==> config.mk <==
export PLATFORM = sky130hd
export DESIGN_NAME = pit_ctrl
export DESIGN_NICKNAME = d
export VERILOG_FILES = /design/src/rtl/pit_pkg.sv /design/src/rtl/pit_prio_arb.sv /design/src/rtl/pit_ctrl.sv
export SDC_FILE = /design/constraint.sdc
export NUM_CORES = 1
export LEC_CHECK = 0
export CORE_ASPECT_RATIO = 0.7
export CORE_MARGIN = 10
export CORE_UTILIZATION = 30
export DETAILED_ROUTE_END_ITERATION = 12
export PLACE_DENSITY = 0.57
export SLEW_MARGIN = 40
export SYNTH_ARGS = -nofsm -noshare
export SYNTH_HDL_FRONTEND = slang
export SYNTH_HIERARCHICAL = 1
export SYNTH_SLANG_ARGS = --single-unit
==> constraint.sdc <==
create_clock -name clk -period 2.5 [get_ports clk]
set_input_delay 0.625 -clock clk [delete_from_list [all_inputs] [get_ports clk]]
set_output_delay 0.625 -clock clk [all_outputs]
set_load 0.01 [all_outputs]
==> src/rtl/pit_pkg.sv <==
// rtl/pit_pkg.sv - shared constants and types for the interval timer controller
// Holds register offsets, ctrl/status bit positions, FSM encoding and channel limit.
package pit_pkg;

    localparam int MAX_CH = 4;

    localparam logic [1:0] REG_CNT_LO = 2'd0;
    localparam logic [1:0] REG_CNT_HI = 2'd1;
    localparam logic [1:0] REG_CTRL   = 2'd2;
    localparam logic [1:0] REG_STATUS = 2'd3;

    localparam int CTRL_EN_BIT   = 0;
    localparam int CTRL_REP_BIT  = 1;
    localparam int CTRL_MASK_BIT = 2;

    localparam int ST_PEND_BIT = 0;
    localparam int ST_OVR_BIT  = 1;

    typedef enum logic [1:0] {
        IDLE = 2'd0,
        REQ  = 2'd1,
        GAP  = 2'd2
    } pit_state_e;

endpackage

==> src/rtl/pit_prio_arb.sv <==
// rtl/pit_prio_arb.sv - combinational fixed-priority encoder, lowest index wins
// Ports: valid[NUM_CH] requests in; any = at least one request; id = winning index.
module pit_prio_arb
    import pit_pkg::*;
#(
    parameter int NUM_CH = MAX_CH
) (
    input  logic [NUM_CH-1:0] valid,
    output logic              any,
    output logic [1:0]        id
);

    // Scan from the top down so the lowest set index is the last assignment.
    always_comb begin
        any = 1'b0;
        id  = 2'd0;
        for (int i = NUM_CH - 1; i >= 0; i--) begin
            if (valid[i]) begin
                any = 1'b1;
                id  = 2'(i);
            end
        end
    end

endmodule

==> src/rtl/pit_ctrl.sv <==
// rtl/pit_ctrl.sv - timer channel register file, pending capture and interrupt FSM
// Ports: clk/rst_n (sync, active-low); wr_en/wr_addr/wr_data byte register writes;
// rd_addr/rd_data registered reads; ch_counter/ch_enable/ch_repeating/ch_write_enable
// per-channel configuration; ch_irq timer pulses in; irq/irq_id/irq_ack host handshake.
module pit_ctrl
    import pit_pkg::*;
#(
    parameter int NUM_CH = 4
) (
    input  logic                 clk,
    input  logic                 rst_n,
    input  logic                 wr_en,
    input  logic [3:0]           wr_addr,
    input  logic [7:0]           wr_data,
    input  logic [3:0]           rd_addr,
    output logic [7:0]           rd_data,
    output logic [16*NUM_CH-1:0] ch_counter,
    output logic [NUM_CH-1:0]    ch_enable,
    output logic [NUM_CH-1:0]    ch_repeating,
    output logic [NUM_CH-1:0]    ch_write_enable,
    input  logic [NUM_CH-1:0]    ch_irq,
    output logic                 irq,
    output logic [1:0]           irq_id,
    input  logic                 irq_ack
);

    // Storage is sized for the full address space; channels beyond NUM_CH are
    // never written and receive no interrupts, so they stay at reset values.
    logic [7:0]        cnt_lo_q [MAX_CH];
    logic [7:0]        cnt_hi_q [MAX_CH];
    logic [MAX_CH-1:0] en_q, rep_q, mask_q, pend_q, ovr_q, we_q;
    logic [MAX_CH-1:0] mask_n, pend_n, ovr_n, clr;
    logic [MAX_CH-1:0] irq_ext, ch_exists, eligible;

    pit_state_e state_q, state_n;
    logic [1:0] id_q;
    logic       arb_any;
    logic [1:0] arb_id;

    logic [1:0] wr_ch, wr_reg, rd_ch, rd_reg;
    logic       wr_ok, ctrl_wr, stat_wr, ack_clr;
    logic [7:0] rd_mux;

    for (genvar g = 0; g < MAX_CH; g++) begin : g_ch
        if (g < NUM_CH) begin : g_on
            assign irq_ext[g]   = ch_irq[g];
            assign ch_exists[g] = 1'b1;
            assign ch_counter[16*g +: 16] = {cnt_hi_q[g], cnt_lo_q[g]};
        end else begin : g_off
            assign irq_ext[g]   = 1'b0;
            assign ch_exists[g] = 1'b0;
        end
    end

    assign ch_enable       = en_q[NUM_CH-1:0];
    assign ch_repeating    = rep_q[NUM_CH-1:0];
    assign ch_write_enable = we_q[NUM_CH-1:0];

    assign wr_ch   = wr_addr[3:2];
    assign wr_reg  = wr_addr[1:0];
    assign rd_ch   = rd_addr[3:2];
    assign rd_reg  = rd_addr[1:0];
    assign wr_ok   = wr_en && ch_exists[wr_ch];
    assign ctrl_wr = wr_ok && (wr_reg == REG_CTRL);
    assign stat_wr = wr_ok && (wr_reg == REG_STATUS);
    assign ack_clr = (state_q == REQ) && irq_ack;

    // Counter and ctrl registers; the high-byte write is the commit point.
    always_ff @(posedge clk) begin
        if (!rst_n) begin
            for (int i = 0; i < MAX_CH; i++) begin
                cnt_lo_q[i] <= '0;
                cnt_hi_q[i] <= '0;
            end
            en_q  <= '0;
            rep_q <= '0;
            we_q  <= '0;
        end else begin
            we_q <= '0;
            if (wr_ok) begin
                case (wr_reg)
                    REG_CNT_LO: cnt_lo_q[wr_ch] <= wr_data;
                    REG_CNT_HI: begin
                        cnt_hi_q[wr_ch] <= wr_data;
                        we_q[wr_ch]     <= 1'b1;
                    end
                    REG_CTRL: begin
                        en_q[wr_ch]  <= wr_data[CTRL_EN_BIT];
                        rep_q[wr_ch] <= wr_data[CTRL_REP_BIT];
                    end
                    default: ;
                endcase
            end
        end
    end

    // Sources that clear a pending bit this cycle: disable via ctrl, or host ack.
    always_comb begin
        clr = '0;
        if (ctrl_wr && !wr_data[CTRL_EN_BIT]) clr[wr_ch] = 1'b1;
        if (ack_clr) clr[id_q] = 1'b1;
    end

    // A fresh timer pulse always wins over a clear; it only counts as an overrun
    // when the previous event is still outstanding and not being retired now.
    always_comb begin
        mask_n = mask_q;
        pend_n = pend_q;
        ovr_n  = ovr_q;
        if (ctrl_wr) mask_n[wr_ch] = wr_data[CTRL_MASK_BIT];
        if (stat_wr && wr_data[ST_OVR_BIT]) ovr_n[wr_ch] = 1'b0;
        for (int c = 0; c < MAX_CH; c++) begin
            if (irq_ext[c]) begin
                if (pend_q[c] && !clr[c]) ovr_n[c] = 1'b1;
                pend_n[c] = 1'b1;
            end else if (clr[c]) begin
                pend_n[c] = 1'b0;
            end
        end
    end

    always_ff @(posedge clk) begin
        if (!rst_n) begin
            mask_q <= '0;
            pend_q <= '0;
            ovr_q  <= '0;
        end else begin
            mask_q <= mask_n;
            pend_q <= pend_n;
            ovr_q  <= ovr_n;
        end
    end

    assign eligible = pend_q & ~mask_q;

    pit_prio_arb #(.NUM_CH(NUM_CH)) u_arb (
        .valid (eligible[NUM_CH-1:0]),
        .any   (arb_any),
        .id    (arb_id)
    );

    // FSM state register; the served channel is latched only on entry to REQ.
    always_ff @(posedge clk) begin
        if (!rst_n) begin
            state_q <= IDLE;
            id_q    <= 2'd0;
        end else begin
            state_q <= state_n;
            if (state_q == IDLE && arb_any) id_q <= arb_id;
        end
    end

    // REQ looks at next-cycle pending/mask so a disable or mask write drops irq
    // at the very next edge instead of one cycle late.
    always_comb begin
        state_n = state_q;
        case (state_q)
            IDLE: if (arb_any) state_n = REQ;
            REQ:  if (irq_ack || !pend_n[id_q] || mask_n[id_q]) state_n = GAP;
            GAP:  state_n = IDLE;
            default: state_n = IDLE;
        endcase
    end

    always_comb begin
        irq    = (state_q == REQ);
        irq_id = id_q;
    end

    // Reads see register state before any same-cycle write lands.
    always_comb begin
        rd_mux = '0;
        if (ch_exists[rd_ch]) begin
            case (rd_reg)
                REG_CNT_LO: rd_mux = cnt_lo_q[rd_ch];
                REG_CNT_HI: rd_mux = cnt_hi_q[rd_ch];
                REG_CTRL:   rd_mux = {5'd0, mask_q[rd_ch], rep_q[rd_ch], en_q[rd_ch]};
                default:    rd_mux = {6'd0, ovr_q[rd_ch], pend_q[rd_ch]};
            endcase
        end
    end

    always_ff @(posedge clk) begin
        if (!rst_n) rd_data <= '0;
        else        rd_data <= rd_mux;
    end

endmodule

==> results.cfg <==
[floorplan]
io-pin-count = 111
die_width_um = 164
core_um2 = 14100
start_util = 0.310
die_area_um2 = 19800
std_cell_rows = 36
die_h_um = 121

[power_and_ir_drop]
p_sw_mw = 0.932
p_comb_frac = 0.154
p_leak_nw = 2.32
peakVddDrop_mv = 0.280
p_total_mw = 3.82
p_clk_frac = 0.343
sw_frac_of_total = 0.244
p_per_area_nw_per_um2 = 614
power_frac_seq = 0.503
internal-power_mw = 2.89

[timing]
maxSlewViolCount = 0
rsz0062_at_grt = no
clock-skew-final_ns = 0.00433
post-route-period-util = 0.911
hold_slack_ns = 0.493
final.setup.tns_ns = 0
worst_slew_pin_slew_ns = 0.395
slew_headroom = 0.736
setup_viol = 0
fmax_mhz = 439
timing.final.crit_period_ns = 2.28
finalHoldViolations = 0

[layout]
area_growth_pct = 43.1
drive_above_1_share = 0.165
utilization = 0.443
nFillCells = 1310
antenna_cells = 0
nNetsFinal = 534
final_cells = 705

[routing]
dr.pass1.iters = 4
routed-via-count = 3447
drc = 0
vias_per_cell = 4.89
drt-initial-drc-count = 228
avgRoutedWirePerCell_um = 20.5
finalWirelength_um = 14400
ant_nets = 0

[clock_network]
cts-root-buf = clkbuf_16
hold_buffers = 0
clk_pin_slew_ns = 0.07
cts_made_buffers = 9
cts_resized = 0
cts_sinks = 100
post_cts_buffers = 0
cts.path.max_buffers = 2
h-tree-depth = 3
cts_tree = yes
clk_latency_ns = 0.34

[min_path]
hold_path_class = reg -> reg

[worst_setup_path]
end_kind = register
arrival_ns = 2.52
critPathKind = in -> reg
start_kind = input port
critPathRequiredTime_ns = 2.74
crit_fanout = 4

[global_routing]
antenna_found_initial = 0
grt_max_degree = 26
overflow = 0
grt_pass1_wl_um = 21600
grt_pass1_vias = 3578
groute.usage.overall = 0.144

[synth]
syn_inst = 365
yosys.area.top_type = edfxtp_1
synth_edf_count = 64
ys_seq_area_frac = 0.607
synth_area_per_cell_um2 = 11.9
ys_warn_count = 6
yosys_most_used_dff = edfxtp_1
synth_area_leaders = edfxtp_1, dfxtp_1, mux4_2
synth_top_cell_area_share = 0.442
synth_nets = 389
yosysMostFrequentCell = nor2_1
synth-seq-cells = 100
synth_cell_types = 41
synth_common_cells = nor2_1, edfxtp_1, dfxtp_1
syn_area_um2 = 4350
synth-async-reset-ratio = 0

[placement]
dp_hpwl_um = 11100
place.gp.congestion = 0.886
portBuffers = 110
post-place-cells = 689

[run_status]
status = complete, no violations

[job]
maxCapViolations = 0
-- power by group through the flow --
stage | combinational (mW) | clock, mW | sequential [mW]
2_1_floorplan | 0.217 | 0 | 1.97
3_3_place_gp | 0.587 | 0 | 1.96
3_5_place_dp | 0.594 | 0 | 1.96
4_1_cts | 0.597 | 1.34 | 1.92
5_1_grt | 0.631 | 1.40 | 1.93
6_report | 0.588 | 1.31 | 1.92
-- layout make-up --
cell class	instances	area, µm²	share of cell area
sequential	100	2640	0.424
multi-input combinational	226	1550	0.249
timing repair buffer	151	1430	0.230
clock buffer	12	256	0.0412
tap	190	238	0.0382
inverter	22	82.6	0.0133
clock inverter	4	22.5	0.00362
-- metal layers --
metal  wire length, µm  vias to the layer above  track usage
met3              1400                       19       0.0410
met5                 0                        -            0
met1              6370                     1685        0.194
met2              6430                      144        0.217
li1                  -                     1599            -
met4               249                        0       0.0512
-- metrics by stage --
| stage | cell area, µm² | setup WS, ns |
|---|---|---|
| floorplan | 4350 | 0.262 |
| global placement | 5950 | -0.0929 |
| detailed placement | 5950 | -0.135 |
| CTS | 6230 | 0.237 |
| global route | 6230 | 0.153 |
| finish | 6230 | 0.224 |
-- flip-flops by register name (all words and copies together), names as in the netlist --
name and cells:
irq_id 2, pend_q 4, state_q 2, mask_q 4
ch_repeating 4, cnt_hi_q 32, ch_write_enable 4, ovr_q 4
cnt_lo_q 32, ch_enable 4, rd_data 8
-- kinds of logic (layout without fill, tap and decap cells) --
| kind of cell | Yosys count | count (layout) | share of synthesized area |
|---|---|---|---|
| AOI/OAI and AO/OA | 48 | 48 | 0.0632 |
| buffers and inverters | 39 | 189 | 0.0359 |
| DFF | 100 | 100 | 0.607 |
| muxes | 33 | 33 | 0.146 |
| and+or+nand+nor | 145 | 145 | 0.148 |
-- final timing paths --
kind / start / endpoint / slack [ns] / cells past startpoint
hold reg to reg: ovr_q[1] / ovr_q[1] / 0.49 / 2
setup / recovery: wr_addr[3] / state_q[1] / 0.22 / 7
setup reg to reg: irq_id[0] / state_q[1] / 0.68 / 6
hold / removal: ovr_q[1] / ovr_q[1] / 0.49 / 2
-- layout by cell type, fill, tap and decap left out, types with 2 or more instances in the layout --
cell	n
mux4_1	4
nand4_1	2
nor2b_1	5
and2_1	4
clkinv_2	2
edfxtp_1	64
o21ai_0	24
inv_1	20
nand2_1	30
nand2b_1	5
or3_1	3
clkbuf_8	2
a31oi_1	2
dfxtp_1	36
mux2i_1	8
o21ba_2	2
nor4_1	2
clkinv_1	2
mux4_2	19
mux2_2	2
a21oi_1	15
clkdlybuf4s50_1	110
clkbuf_16	9
nor3_1	5
nor2_1	79
buf_12	2
buf_4	39
-- worst max-delay path: stages --
cell             delay, ns
clkdlybuf4s50_1       0.43
or2_1                 0.30
nor2_2                0.16
mux2_2                0.36
o32ai_1               0.34
a221oi_2              0.13
and3_1                0.17
(Power assumes the default switching activity.)
